### src/rtl/spine_egress_scheduler_pkg.sv
// spine_egress_scheduler_pkg: shared NoC constants, requester indices and scheduler state encoding
package noc_pkg;
  localparam int DWIDTH_DEF = 16;
  localparam int DEST_MSB = 15;
  localparam int DEST_LSB = 10;
  localparam int NUM_SPINE = 4;
  localparam int REQ_GPU = 0;
  localparam int REQ_SP1 = 1;
  localparam int REQ_SP2 = 2;
  localparam int REQ_SP3 = 3;
  localparam int REQ_SP4 = 4;
  localparam logic [0:0] SCH_IDLE = 1'b0;
  localparam logic [0:0] SCH_LOCK = 1'b1;
  function automatic int rr_wrap(input int a, input int n);
    return a >= n ? a - n : a;
  endfunction
endpackage

### src/rtl/spine_egress_scheduler_if.sv
// spine_egress_scheduler_if: requester flits, egress flit, credit return and scheduler status
interface spine_egress_scheduler_if #(
  parameter int NUM_REQ = 5,
  parameter int DWIDTH = noc_pkg::DWIDTH_DEF
);
  logic [NUM_REQ-1:0] req_valid;
  logic [NUM_REQ-1:0] req_last;
  logic [NUM_REQ*DWIDTH-1:0] req_data;
  logic [NUM_REQ-1:0] req_ready;
  logic [DWIDTH-1:0] out_data;
  logic out_valid;
  logic credit_return;
  logic [NUM_REQ-1:0] grant_onehot;
  logic [3:0] credit_cnt;
  logic busy;
  logic credit_err;
  modport master (
    output req_valid, req_last, req_data, credit_return,
    input req_ready, out_data, out_valid, grant_onehot, credit_cnt, busy, credit_err
  );
  modport slave (
    input req_valid, req_last, req_data, credit_return,
    output req_ready, out_data, out_valid, grant_onehot, credit_cnt, busy, credit_err
  );
endinterface

### src/rtl/spine_egress_scheduler_arb.sv
// rr_arbiter: combinational rotating-priority pick starting at ptr, wrapping mod N
module rr_arbiter import noc_pkg::*; #(
  parameter int N = 5
) (
  input  logic [N-1:0]         req,
  input  logic [$clog2(N)-1:0] ptr,
  output logic [N-1:0]         gnt_onehot,
  output logic [$clog2(N)-1:0] gnt_idx,
  output logic                 any
);
  localparam int IW = $clog2(N);
  always_comb begin
    gnt_idx = '0;
    for (int k = N - 1; k >= 0; k--)
      if (req[rr_wrap(int'(ptr) + k, N)]) gnt_idx = IW'(rr_wrap(int'(ptr) + k, N));
  end
  assign any = |req;
  assign gnt_onehot = any ? N'(1) << gnt_idx : '0;
endmodule

### src/rtl/spine_egress_scheduler.sv
// spine_egress_scheduler: round-robin, credit-gated egress link scheduler holding a grant per packet
module spine_egress_scheduler import noc_pkg::*; #(
  parameter int NUM_REQ = 5,
  parameter int DWIDTH = DWIDTH_DEF,
  parameter int CREDITS = 4,
  parameter int MAX_BURST = 4
) (
  input logic ACLK,
  input logic ARESETn,
  spine_egress_scheduler_if.slave bus
);
  localparam int IW = $clog2(NUM_REQ);
  logic [0:0] state;
  logic [IW-1:0] owner, rr_ptr, arb_idx;
  logic [NUM_REQ-1:0] arb_onehot, grant;
  logic arb_any, credit_ok, xfer, release_now, out_valid, credit_err;
  logic [3:0] burst_cnt, credit_cnt;
  logic [DWIDTH-1:0] owner_data, out_data;
  rr_arbiter #(.N(NUM_REQ)) u_arb (
    .req(bus.req_valid), .ptr(rr_ptr), .gnt_onehot(arb_onehot), .gnt_idx(arb_idx), .any(arb_any)
  );
  assign credit_ok = credit_cnt != 4'd0;
  assign bus.req_ready = (state == SCH_LOCK && credit_ok) ? grant : '0;
  assign xfer = |(bus.req_valid & bus.req_ready);
  assign owner_data = bus.req_data[int'(owner)*DWIDTH +: DWIDTH];
  assign release_now = xfer && (bus.req_last[owner] || burst_cnt == 4'(MAX_BURST - 1));
  assign bus.out_data = out_data;
  assign bus.out_valid = out_valid;
  assign bus.grant_onehot = grant;
  assign bus.credit_cnt = credit_cnt;
  assign bus.busy = state == SCH_LOCK;
  assign bus.credit_err = credit_err;
  always_ff @(posedge ACLK) begin
    if (!ARESETn) begin
      state <= SCH_IDLE;
      grant <= '0;
      owner <= '0;
      rr_ptr <= '0;
      burst_cnt <= '0;
      credit_cnt <= 4'(CREDITS);
      credit_err <= 1'b0;
      out_valid <= 1'b0;
      out_data <= '0;
    end else begin
      out_valid <= xfer;
      if (xfer) out_data <= owner_data;
      // a return and a transfer in the same cycle cancel out
      if (xfer && !bus.credit_return) credit_cnt <= credit_cnt - 4'd1;
      else if (!xfer && bus.credit_return) begin
        if (credit_cnt == 4'(CREDITS)) credit_err <= 1'b1;
        else credit_cnt <= credit_cnt + 4'd1;
      end
      if (state == SCH_IDLE) begin
        if (arb_any && credit_ok) begin
          state <= SCH_LOCK;
          owner <= arb_idx;
          grant <= arb_onehot;
        end
      end else if (release_now) begin
        state <= SCH_IDLE;
        grant <= '0;
        burst_cnt <= '0;
        rr_ptr <= owner == IW'(NUM_REQ - 1) ? '0 : owner + 1'b1;
      end else if (xfer) burst_cnt <= burst_cnt + 4'd1;
    end
  end
endmodule

### src/flat_wrapper.sv
// flat-port wrapper written by rule: the top's interface ports become plain ports
module spine_egress_scheduler_flat import noc_pkg::*;
#(
  parameter int NUM_REQ = 5,
  parameter int DWIDTH = DWIDTH_DEF,
  parameter int CREDITS = 4,
  parameter int MAX_BURST = 4
)
  (ACLK, ARESETn, bus_req_valid, bus_req_last, bus_req_data, bus_credit_return, bus_req_ready, bus_out_data, bus_out_valid, bus_grant_onehot, bus_credit_cnt, bus_busy, bus_credit_err);
  spine_egress_scheduler_if #(.NUM_REQ(NUM_REQ), .DWIDTH(DWIDTH)) bus_i ();
  input logic ACLK;
  input logic ARESETn;
  input wire logic [$bits(bus_i.req_valid)-1:0] bus_req_valid;
  input wire logic [$bits(bus_i.req_last)-1:0] bus_req_last;
  input wire logic [$bits(bus_i.req_data)-1:0] bus_req_data;
  input wire logic [$bits(bus_i.credit_return)-1:0] bus_credit_return;
  output wire logic [$bits(bus_i.req_ready)-1:0] bus_req_ready;
  output wire logic [$bits(bus_i.out_data)-1:0] bus_out_data;
  output wire logic [$bits(bus_i.out_valid)-1:0] bus_out_valid;
  output wire logic [$bits(bus_i.grant_onehot)-1:0] bus_grant_onehot;
  output wire logic [$bits(bus_i.credit_cnt)-1:0] bus_credit_cnt;
  output wire logic [$bits(bus_i.busy)-1:0] bus_busy;
  output wire logic [$bits(bus_i.credit_err)-1:0] bus_credit_err;
  assign bus_i.req_valid = bus_req_valid;
  assign bus_i.req_last = bus_req_last;
  assign bus_i.req_data = bus_req_data;
  assign bus_i.credit_return = bus_credit_return;
  assign bus_req_ready = bus_i.req_ready;
  assign bus_out_data = bus_i.out_data;
  assign bus_out_valid = bus_i.out_valid;
  assign bus_grant_onehot = bus_i.grant_onehot;
  assign bus_credit_cnt = bus_i.credit_cnt;
  assign bus_busy = bus_i.busy;
  assign bus_credit_err = bus_i.credit_err;
  spine_egress_scheduler #(.NUM_REQ(NUM_REQ), .DWIDTH(DWIDTH), .CREDITS(CREDITS), .MAX_BURST(MAX_BURST)) u_core (.ACLK(ACLK), .ARESETn(ARESETn), .bus(bus_i));
endmodule
### config.mk
export PLATFORM = sky130hd
export DESIGN_NAME = spine_egress_scheduler_flat
export DESIGN_NICKNAME = d
export VERILOG_FILES = /design/src/rtl/spine_egress_scheduler_pkg.sv /design/src/rtl/spine_egress_scheduler_if.sv /design/src/rtl/spine_egress_scheduler_arb.sv /design/src/rtl/spine_egress_scheduler.sv /design/src/flat_wrapper.sv
export SDC_FILE = /design/constraint.sdc
export NUM_CORES = 1
export LEC_CHECK = 0
export CELL_PAD_IN_SITES_DETAIL_PLACEMENT = 2
export CELL_PAD_IN_SITES_GLOBAL_PLACEMENT = 2
export CORE_ASPECT_RATIO = 0.75
export CORE_MARGIN = 5
export CORE_UTILIZATION = 26
export DETAILED_ROUTE_END_ITERATION = 12
export PLACE_DENSITY = 0.88
export SETUP_SLACK_MARGIN = 0.3
export SLEW_MARGIN = 25
export SYNTH_ARGS = -nofsm -noshare
export SYNTH_HDL_FRONTEND = slang
export SYNTH_HIERARCHICAL = 1
export SYNTH_SLANG_ARGS = --single-unit
### constraint.sdc
create_clock -name ACLK -period 3.8 [get_ports ACLK]
set_clock_uncertainty 0.1 [all_clocks]
set_input_delay 0.38 -clock ACLK [delete_from_list [all_inputs] [get_ports ACLK]]
set_output_delay 0.38 -clock ACLK [all_outputs]
set_load 0.01 [all_outputs]
==> impl_metrics.json <==
{
  "outcome": "completed",
  "gr-usage-all-layers_pct": 19.41,
  "io-pin-count": 126,
  "synth_seq_cells": 38,
  "dominantRegCellSynth": "dfxtp_1",
  "core_mm2": 0.01306,
  "n_fill_cell": 1421,
  "critical-path-top-delay-family": "multiplexers",
  "yosys-top-cells-area": "dfxtp_1 22%, mux4_2 12%, ha_1 6.8%",
  "p_int_mw": 1.127,
  "cts_root_buffer": "clkbuf_16",
  "ant_nets": 0,
  "cp_max_fo": 16,
  "nNetsFinal": 623,
  "synth_common_cells": "38 x dfxtp_1, 33 x nor2_1, 24 x nand2_1",
  "crit_type": "reg -> reg",
  "synth_nets": 506,
  "antenna_cells": 0,
  "holdPathEnd": "u_core/bus.credit_err",
  "grt_pass1_wl_um": 24700,
  "setup_viol": 0,
  "area.growth.synth_to_final_pct": 45.65,
  "finalMaxSlewViolations": 0,
  "drt_iter0_drc": 150,
  "seq_power_share_pct": 28.3,
  "synth_area_leader_cell": "dfxtp_1",
  "synth-edff-count": 0,
  "port_buffers": 125,
  "worstPathArrival_ns": 3.55,
  "cts-buffers-inserted": 5,
  "drtPass1Iterations": 4,
  "p_clk_share_pct": 24.2,
  "multi_input_area_mm2": 0.002529,
  "fin_tns_setup_ns": 0,
  "antenna_found_initial": 0,
  "die-area_mm2": 0.01589,
  "fin_crit_ns": 3.439,
  "synthCells": 393,
  "cts-htree-levels": 2,
  "syn_area_per_cell_um2": 8.898,
  "min_delay_path_depth": 2,
  "clkTransAtPathRegs_ns": 0.06,
  "dieWidth_um": 143.9,
  "synthMostInstantiatedCell": "dfxtp_1",
  "swShare_pct": 37.00,
  "combinationalPowerShare_pct": 47.5,
  "synth_area_mm2": 0.003497,
  "seqCellArea_um2": 760.7,
  "holdCritStartpoint": "u_core/bus.credit_err",
  "hold_path_class": "reg -> reg",
  "vias": 3834,
  "cp.required_ns": 3.91,
  "clock.fmax_mhz": 290.8,
  "slowest_delay_ns": 0.40,
  "ir_drop_mv": 0.1828,
  "slew_headroom_pct": 40.45,
  "period_share_pct": 90.51,
  "startpoint_type": "flip-flop",
  "finalWeightedCongestion": 0.8492,
  "r2r_setup_slack_ns": 0.36,
  "fp-row-count": 36,
  "post-dp-hpwl_um": 11680,
  "rsz0062_at_grt": "false",
  "ff2ff_path_depth": 12,
  "cap_violations": 0,
  "crit_chain": "inv_4 -> ha_2 -> buf_6 -> mux2i_4 -> o32ai_1 -> a31oi_1 -> mux2_2 -> mux2i_2 -> o311ai_4 -> nor4_2 -> nand3b_1 -> o22ai_1",
  "p_leak_nw": 1.767,
  "cp_num_buf_inv": 2,
  "drive_gt1_share_pct": 14.87,
  "p_switching_uw": 661.8,
  "finalWirelength_um": 15680,
  "grt_pass1_vias": 4295,
  "worst_slew_pin_slew_ns": 0.8923,
  "overflow": 0,
  "cts_tree": "yes",
  "ys.warnings.count": 6,
  "clkLatencyLatePin_ns": 0.28,
  "regToRegStartpoint": "u_core/rr_ptr[0]",
  "cts_max_path_buffers": 2,
  "power_density_mw_per_mm2": 351.1,
  "finalHoldViolations": 0,
  "drt-vias-per-instance": 5.622,
  "post_drt_wl_per_cell_um": 22.99,
  "cpMaxStageDelayCell": "mux2_2",
  "grt_max_degree": 32,
  "die_h_um": 110.4,
  "start_util_pct": 26.77,
  "r2r_end": "u_core/bus.grant_onehot[0]",
  "async_reset_ff_share_pct": 0,
  "drc": 0,
  "seq_area_frac_synth_pct": 21.75,
  "yosys.area.top_type_share_pct": 21.75,
  "critPathCaptureType": "flip-flop",
  "total_power_mw": 1.789,
  "cts_sinks": 38,
  "synth.distinct_cells": 82
}
## worst min-delay path: stages, from the launching register on
cell	delay, ns
dfxtp_1	0.33
a21oi_1	0.04
nor2_1	0.07
## placed cells by master, fill, tap and decap left out, drive strengths merged, types with 3 or more instances in the layout
cell	instances
a211oi	6
a21oi	19
a221oi	16
a22oi	3
a31oi	7
and2	10
buf	11
clkbuf	6
clkdlybuf4s50	125
dfxtp	38
ha	19
inv	24
mux2	5
mux2i	11
mux4	19
nand2	24
nand2b	8
nand3	10
nand3b	9
nand4	9
nor2	34
nor2b	3
nor3	20
nor4	3
o21ai	11
o22ai	6
o31ai	4
or3	5
## per-stage QoR
| stage | hold WS, ns | setup slack (ns) | cells | util (%) | instance area, um2 |
|---|---|---|---|---|---|
| final | 0.3859 | 0.3608 | 682 | 38.99 | 5094 |
| after global routing | 0.4226 | 0.2792 | 682 | 38.99 | 5094 |
| after CTS | 0.3909 | 0.2837 | 681 | 38.55 | 5036 |
| after detailed placement | 0.3714 | 0.2317 | 673 | 37.26 | 4867 |
| after global placement | 0.3613 | 0.4133 | 673 | 37.26 | 4867 |
| after floorplan | 0.3460 | 0.6343 | 393 | - | 3497 |
## state kept, by name, indices dropped and copies added, names as in the netlist
register	count
u_core/bus.busy	1
u_core/bus.credit_err	1
u_core/rr_ptr	3
u_core/bus.credit_cnt	4
u_core/bus.grant_onehot	5
u_core/bus.out_valid	1
u_core/burst_cnt	4
u_core/owner	3
u_core/bus.out_data	16
## repair_timing
action / CTS / global route
hold endpoints to repair: 0 / 0
hold buffers: 0 / 0
setup buffers: 0 / 1
gates resized for setup: 3 / 11
endpoints found under the setup margin: 3 / 5
## worst max-delay path by stage
stage	start	end	slack, ns	cells after the start
after global placement	u_core/rr_ptr[1]	u_core/bus.grant_onehot[0]	0.41	12
after detailed placement	u_core/rr_ptr[1]	u_core/bus.grant_onehot[2]	0.23	12
final	u_core/rr_ptr[0]	u_core/bus.grant_onehot[0]	0.36	12
after floorplan	u_core/rr_ptr[1]	u_core/bus.grant_onehot[2]	0.63	13
after CTS	u_core/rr_ptr[1]	u_core/bus.grant_onehot[0]	0.28	12
after global routing	u_core/rr_ptr[0]	u_core/bus.grant_onehot[0]	0.28	12
## cells by family after synthesis
logic type,Yosys count,synth area share (%)
flip-flops,38,21.75
AND/OR/NAND/NOR,149,23.33
XOR/XNOR,4,1.539
AO/OA/AOI/OAI,97,21.29
adder cells (fa/ha/maj),20,7.370
buffers and inverters,50,7.513
multiplexers,35,17.21
## power groups by stage
| stage | Clock, mW | Combinational [mW] | Sequential [mW] |
|---|---|---|---|
| 2_1_floorplan | 0 | 0.471 | 0.516 |
| 3_3_place_gp | 0 | 0.774 | 0.509 |
| 3_5_place_dp | 0 | 0.816 | 0.514 |
| 4_1_cts | 0.448 | 0.829 | 0.506 |
| 5_1_grt | 0.470 | 0.910 | 0.517 |
| 6_report | 0.432 | 0.850 | 0.506 |
## metal layers
metal  wire length [um]  track usage, %  part of all wire [%]
met2               8238           35.03                    53
met3                691           3.457                   4.4
met4                202           3.701                   1.3
met5                  0               0                     0
met1               6549           23.99                    42
## area by class of cell
type	count	area share, %
inverter	24	1.916
clock inverter	2	0.2456
multi-input combinational	305	49.64
clock buffer	6	2.727
tap	171	4.200
sequential	38	14.93
timing repair buffer	136	26.33
Power figures use the tool's default switching activity.
